==> src/rtl/seq_divider.sv <==
// seq_divider: multicycle signed integer divider (restoring shift-subtract,
// one quotient bit per cycle). Also contains cl_adder, the carry-lookahead
// adder that performs the trial subtraction in each iteration.

module cl_adder #(
  parameter int WIDTH = 32
) (
  input  logic [WIDTH-1:0] data_A,
  input  logic [WIDTH-1:0] data_B,
  input  logic             Cin,
  output logic [WIDTH-1:0] sum,
  output logic             Cout,
  output logic             overflow
);

  // 4-bit lookahead groups; each carry inside a group is formed directly
  // from the group carry-in and the accumulated generate/propagate terms.
  function automatic logic [WIDTH:0] cla_add(input logic [WIDTH-1:0] a,
                                             input logic [WIDTH-1:0] b,
                                             input logic             cin);
    logic [WIDTH-1:0] g;
    logic [WIDTH-1:0] p;
    logic [WIDTH-1:0] s;
    logic             cg;
    logic             gacc;
    logic             pacc;
    logic             c;
    g  = a & b;
    p  = a ^ b;
    s  = '0;
    cg = cin;
    for (int k = 0; k < WIDTH / 4; k++) begin
      gacc = 1'b0;
      pacc = 1'b1;
      for (int j = 0; j < 4; j++) begin
        int i;
        i    = 4 * k + j;
        c    = gacc | (pacc & cg);
        s[i] = p[i] ^ c;
        gacc = g[i] | (p[i] & gacc);
        pacc = pacc & p[i];
      end
      cg = gacc | (pacc & cg);
    end
    return {cg, s};
  endfunction

  // Sum, carry-out and signed overflow of data_A + data_B + Cin.
  always_comb begin
    {Cout, sum} = cla_add(data_A, data_B, Cin);
    overflow    = (data_A[WIDTH-1] == data_B[WIDTH-1]) &&
                  (sum[WIDTH-1] != data_A[WIDTH-1]);
  end

endmodule

module seq_divider #(
  parameter int WIDTH = 32
) (
  input  logic             clk,
  input  logic             reset_n,
  input  logic             start,
  input  logic [WIDTH-1:0] data_A,
  input  logic [WIDTH-1:0] data_B,
  output logic [WIDTH-1:0] out,
  output logic [WIDTH-1:0] rem,
  output logic             exception,
  output logic             ready,
  output logic             busy
);

  localparam int CNT_W = $clog2(WIDTH);

  typedef enum logic [2:0] {IDLE, SETUP, ITER, FIX, DONE} state_t;

  state_t                   state;
  state_t                   state_nxt;
  logic [CNT_W-1:0]         count;

  logic signed [WIDTH-1:0]  a_lat;
  logic signed [WIDTH-1:0]  b_lat;
  logic                     sign_a;
  logic                     sign_b;
  logic [WIDTH-1:0]         q_reg;
  logic [WIDTH-1:0]         d_reg;
  logic [WIDTH:0]           r_reg;

  logic                     accept;
  logic                     b_zero;
  logic                     ovf_case;
  logic [WIDTH+1:0]         rq_sh;
  logic [WIDTH-1:0]         add_sum;
  logic                     add_cout;
  logic                     unused_ovf;
  logic                     trial_ok;
  logic [WIDTH:0]           r_trial;

  // Unsigned magnitude; the most negative value maps to 2^(WIDTH-1).
  function automatic logic [WIDTH-1:0] mag(input logic signed [WIDTH-1:0] x);
    return x[WIDTH-1] ? $unsigned(-x) : $unsigned(x);
  endfunction

  // Two's-complement negate when neg is set.
  function automatic logic [WIDTH-1:0] cond_neg(input logic [WIDTH-1:0] x,
                                                input logic             neg);
    return neg ? -x : x;
  endfunction

  assign accept   = start && ((state == IDLE) || (state == DONE));
  assign b_zero   = (b_lat == '0);
  assign ovf_case = (a_lat == {1'b1, {(WIDTH-1){1'b0}}}) && (b_lat == '1);

  // Shift {R,Q} left by one; trial subtraction R - D = R + ~D + 1.
  assign rq_sh = {r_reg, q_reg[WIDTH-1]};

  cl_adder #(.WIDTH(WIDTH)) u_add (
    .data_A   (rq_sh[WIDTH-1:0]),
    .data_B   (~d_reg),
    .Cin      (1'b1),
    .sum      (add_sum),
    .Cout     (add_cout),
    .overflow (unused_ovf)
  );

  // Carry out of the low word means no borrow; any set upper bit of the
  // shifted remainder also guarantees the difference is non-negative.
  assign trial_ok = rq_sh[WIDTH+1] | rq_sh[WIDTH] | add_cout;
  assign r_trial  = {~(rq_sh[WIDTH] ^ add_cout), add_sum};

  // State register
  always_ff @(posedge clk or negedge reset_n) begin
    if (!reset_n) state <= IDLE;
    else          state <= state_nxt;
  end

  // Next-state logic
  always_comb begin
    state_nxt = state;
    case (state)
      IDLE:    if (start) state_nxt = SETUP;
      SETUP:   state_nxt = b_zero ? DONE : ITER;
      ITER:    if (count == '0) state_nxt = FIX;
      FIX:     state_nxt = DONE;
      DONE:    state_nxt = start ? SETUP : IDLE;
      default: state_nxt = IDLE;
    endcase
  end

  // Handshake outputs decoded from state
  always_comb begin
    busy  = (state == SETUP) || (state == ITER) || (state == FIX);
    ready = (state == DONE);
  end

  // Iteration counter: loaded in SETUP, counts down through ITER
  always_ff @(posedge clk or negedge reset_n) begin
    if (!reset_n)              count <= '0;
    else if (state == SETUP)   count <= CNT_W'(WIDTH - 1);
    else if (state == ITER)    count <= count - CNT_W'(1);
  end

  // Architectural results and exception flag
  always_ff @(posedge clk or negedge reset_n) begin
    if (!reset_n) begin
      out       <= '0;
      rem       <= '0;
      exception <= 1'b0;
    end else begin
      if (accept) begin
        exception <= 1'b0;
      end else if (state == SETUP) begin
        if (b_zero) begin
          exception <= 1'b1;
          out       <= '0;
          rem       <= '0;
        end else if (ovf_case) begin
          exception <= 1'b1;
        end
      end else if (state == FIX) begin
        out <= cond_neg(q_reg, sign_a ^ sign_b);
        rem <= cond_neg(r_reg[WIDTH-1:0], sign_a);
      end
    end
  end

  // Operand latch and shift-subtract datapath
  always_ff @(posedge clk) begin
    if (accept) begin
      a_lat <= data_A;
      b_lat <= data_B;
    end
    if (state == SETUP) begin
      sign_a <= a_lat[WIDTH-1];
      sign_b <= b_lat[WIDTH-1];
      q_reg  <= b_zero ? '0 : mag(a_lat);
      d_reg  <= mag(b_lat);
      r_reg  <= '0;
    end else if (state == ITER) begin
      q_reg <= {q_reg[WIDTH-2:0], trial_ok};
      r_reg <= trial_ok ? r_trial : rq_sh[WIDTH:0];
    end
  end

endmodule

==> config.mk <==
export PLATFORM = sky130hd
export DESIGN_NAME = seq_divider
export DESIGN_NICKNAME = d
export VERILOG_FILES = /design/src/rtl/seq_divider.sv
export SDC_FILE = /design/constraint.sdc
export NUM_CORES = 1
export LEC_CHECK = 0
export ABC_AREA = 1
export BUFFER_PORTS_ARGS = -buffer_cell sky130_fd_sc_hd__buf_2
export CAP_MARGIN = 20
export CORE_MARGIN = 2
export CORE_UTILIZATION = 42
export CTS_CLUSTER_SIZE = 10
export DETAILED_ROUTE_END_ITERATION = 12
export PLACE_DENSITY = 0.71
export SLEW_MARGIN = 20
export SYNTH_ARGS = -nofsm -noshare
export SYNTH_HDL_FRONTEND = slang
export SYNTH_SLANG_ARGS = --single-unit
export TNS_END_PERCENT = 100
==> constraint.sdc <==
create_clock -name clk -period 7.3 [get_ports clk]
set_clock_uncertainty 0.1 [all_clocks]
set_input_delay 1.46 -clock clk [delete_from_list [all_inputs] [get_ports clk]]
set_output_delay 1.46 -clock clk [all_outputs]
set_load 0.02 [all_outputs]
==> flow_summary_export.csv <==
group,metric,value,unit
die,ios,134,
route,wl_per_cell,15.46,um
layout,drive_gt1_share,13.41,%
clock_tree,cts_sinks,236,
synthesis,syn_area,12980,um^2
clock_tree,clk_latency,0.55,ns
timing,fmax,211.3,MHz
setup_path,worst_path_largest_cell_delay,0.58,ns
setup_path,cp_common_cell,"inv_1",
synthesis,ys.flop_type,"edfxtp_1",
setup_path,critPathBufInv,4,
power_and_ir_drop,power.density,443.1,nW/um^2
timing,setup_viol,0,
power_and_ir_drop,p_leak,6.764,nW
setup_path,crit_type,"register to output pin",
timing,finalWorstSetupSlack,2.567,ns
die,core,30510,um^2
synthesis,yosysWarningCount,0,
clock_tree,post_cts_resized,0,
die,die_y,179.8,um
synthesis,synthTopCellsByCount,"nand2_1, inv_1, nor2_1, edfxtp_1, o21ai_0",
layout,largest_reg_flops,33,
placement,placedCellCount,1982,
layout,area_delta_synth_final,14.46,%
min_path,hold_class,"register to register",
die,dieArea,32340,um^2
placement,dpl_worst_slack,3.158,ns
timing,tns,0,ns
setup_path,critPathTopFamily,"simple AND/OR/NAND/NOR gates",
setup_path,required,5.74,ns
timing,rsz0062_at_grt,"no",
timing,slew_headroom,24.64,%
clock_tree,clk_path_buf_depth,3,
synthesis,syn_avg_cell_area,8.679,um^2
clock_tree,htreeDepth,1,
placement,dp.final_hpwl,23060,um
route,met2_length,12820,um
route,vias_per_cell,5.110,
die,start_util,42.56,%
power_and_ir_drop,peakVddDrop,207.6,uV
placement,io_buffers,133,
synthesis,ys_seq_elements,236,
placement,dpl_cell_area,13990,um^2
route,wl_met1,15740,um
layout,fin_area,14860,um^2
timing,holdWs,0.3720,ns
synthesis,netlist.area_leader.share,30.07,%
global_route,track_usage,19.39,%
synthesis,synth_edf_count,130,
clock_tree,cts_root_buffer,"clkbuf_16",
layout,stdcell_count,2038,
status,status,"complete, no violations",
timing,tightest_slew,1.129,ns
route,top_layer,"met5",
synthesis,yosysTopAreaCell,"edfxtp_1",
setup_path,cp_slowest_cell,"nor2_4",
setup_path,worstPathMaxFanout,31,
clock_tree,cts_tree,"built",
synthesis,yosysMostFrequentCell,"nand2_1",
clock_tree,cts.clk_slew.worst_paths,0.05,ns
clock_tree,cts_buffers,29,
global_route,gr-total-overflow,0,
global_route,grt_max_degree,74,
synthesis,synthArstFlopShare,30.93,%
layout,finalNetCount,1731,
route,dr.pass1.iters,5,
die,std_cell_rows,64,
route,final_antenna_net_count,0,
timing,hold_viol_final,0,
timing,layout_min_cycle_time,4.733,ns
route,routed_wirelength,31500,um
clock_tree,hold_buffers,0,
timing,post-route-period-util,64.84,%
flow_run,cap_viol_max_count,0,
global_route,antenna_found_initial,5,
synthesis,synth.distinct_cells,43,
route,route.vias.total,10420,
synthesis,ys_seq_area_share,49.22,%
setup_path,setup.worst_path.end_class,"output pin",
setup_path,worstPathCellList,"nor2_1 -> inv_1 -> nor2_4 -> inv_1 -> nand2_1 -> inv_1 -> nand2_1 -> buf_2",
setup_path,arrival,3.17,ns
global_route,grt_pass1_wl,51630,um
synthesis,synth_nets,1610,
synthesis,yosys-top-cells-area,"edfxtp_1, dfrtp_1, nand2_1",
timing,drv_slew,0,
synthesis,synth_cells,1496,
clock_tree,cts_setup_buffers,0,
route,route.met3.wl,2231,um
placement,gp_congestion,0.8590,
setup_path,start_kind,"register",
route,drc,0,
route,drtIter0Drc,876,
global_route,first_global_vias,9683,
die,die_w,179.8,um
## metal layers
metal  vias up  GRT usage (%)
li1       5233              -
met1      4778          30.74
met2       350          27.59
met3        48          2.978
met4         6          4.488
met5         -              0
## worst register-to-register path, stage by stage (launching register included)
cell	delay [ns]
edfxtp_1	0.42
inv_1	0.09
ha_1	0.14
inv_1	0.05
nor3_2	0.13
nand2_1	0.13
nor3_2	0.16
inv_1	0.07
nor2_1	0.09
nand3b_1	0.15
nor3b_2	0.22
nand2_1	0.20
nand3_2	0.51
nand2_2	0.44
buf_4	0.45
inv_1	0.20
o21ai_0	0.10
o31ai_1	0.20
## path summary, 6_finish.rpt
| kind | start | endpoint | slack [ns] | cells after the start |
|---|---|---|---|---|
| setup / recovery | state[2]$_DFFE_PN0P_ | busy | 2.57 | 8 |
| hold / removal | out[26]$_DFFE_PN0P_ | out[26]$_DFFE_PN0P_ | 0.37 | 2 |
| setup reg to reg | b_lat[0]$_DFFE_PP_ | rem[17]$_DFFE_PN0P_ | 3.39 | 17 |
| hold reg to reg | out[26]$_DFFE_PN0P_ | out[26]$_DFFE_PN0P_ | 0.37 | 2 |
| max in group asynchronous | reset_n | exception$_DFFE_PN0P_ | 5.53 | 1 |
| min in group asynchronous | reset_n | out[4]$_DFFE_PN0P_ | 0.94 | 1 |
## per-stage QoR
step	total power [mW]	utilization (%)
after floorplan	4.506	-
after global placement	5.182	45.87
after detailed placement	5.283	45.87
after CTS	6.606	48.69
after global routing	7.120	48.70
final	6.584	48.71
## cell usage in the layout, fill, tap and decap left out, drive strengths merged, types with 18 or more instances in the layout
cell type,count
buf,141
o21ai,105
o22ai,21
nor2,149
a21oi,61
o31ai,18
ha,40
nand3,74
clkbuf,50
xnor2,27
xor2,73
nand2,318
inv,191
dfxtp,33
nor3,34
nand4,39
edfxtp,130
dfrtp,73
## power by group
part / switching, mW / internal, mW / leakage (nW)
Sequential: 0.423 / 2.00 / 2.43
Combinational: 1.89 / 0.969 / 3.92
Clock: 0.531 / 0.769 / 0.417
Total: 2.84 / 3.74 / 6.76
## area by class of cell
class                      count  area (um^2)
antenna                        2        5.005
clock buffer                  50        834.6
clock inverter                 4        27.53
fill                        2827        15650
inverter                     192        720.7
multi-input combinational   1017         5658
sequential                   236         6391
tap                          396        495.5
timing repair buffer         141        728.2
## cell families after synthesis
kind of cell / Yosys count / synth area share, %
and+or+nand+nor: 641 / 21.75
buffers and inverters: 243 / 7.353
AOI/OAI and AO/OA: 229 / 9.993
DFF: 236 / 49.22
xor gates and xnor gates: 100 / 6.746
adders and majority gates: 47 / 4.934
Power figures use the tool's default switching activity.
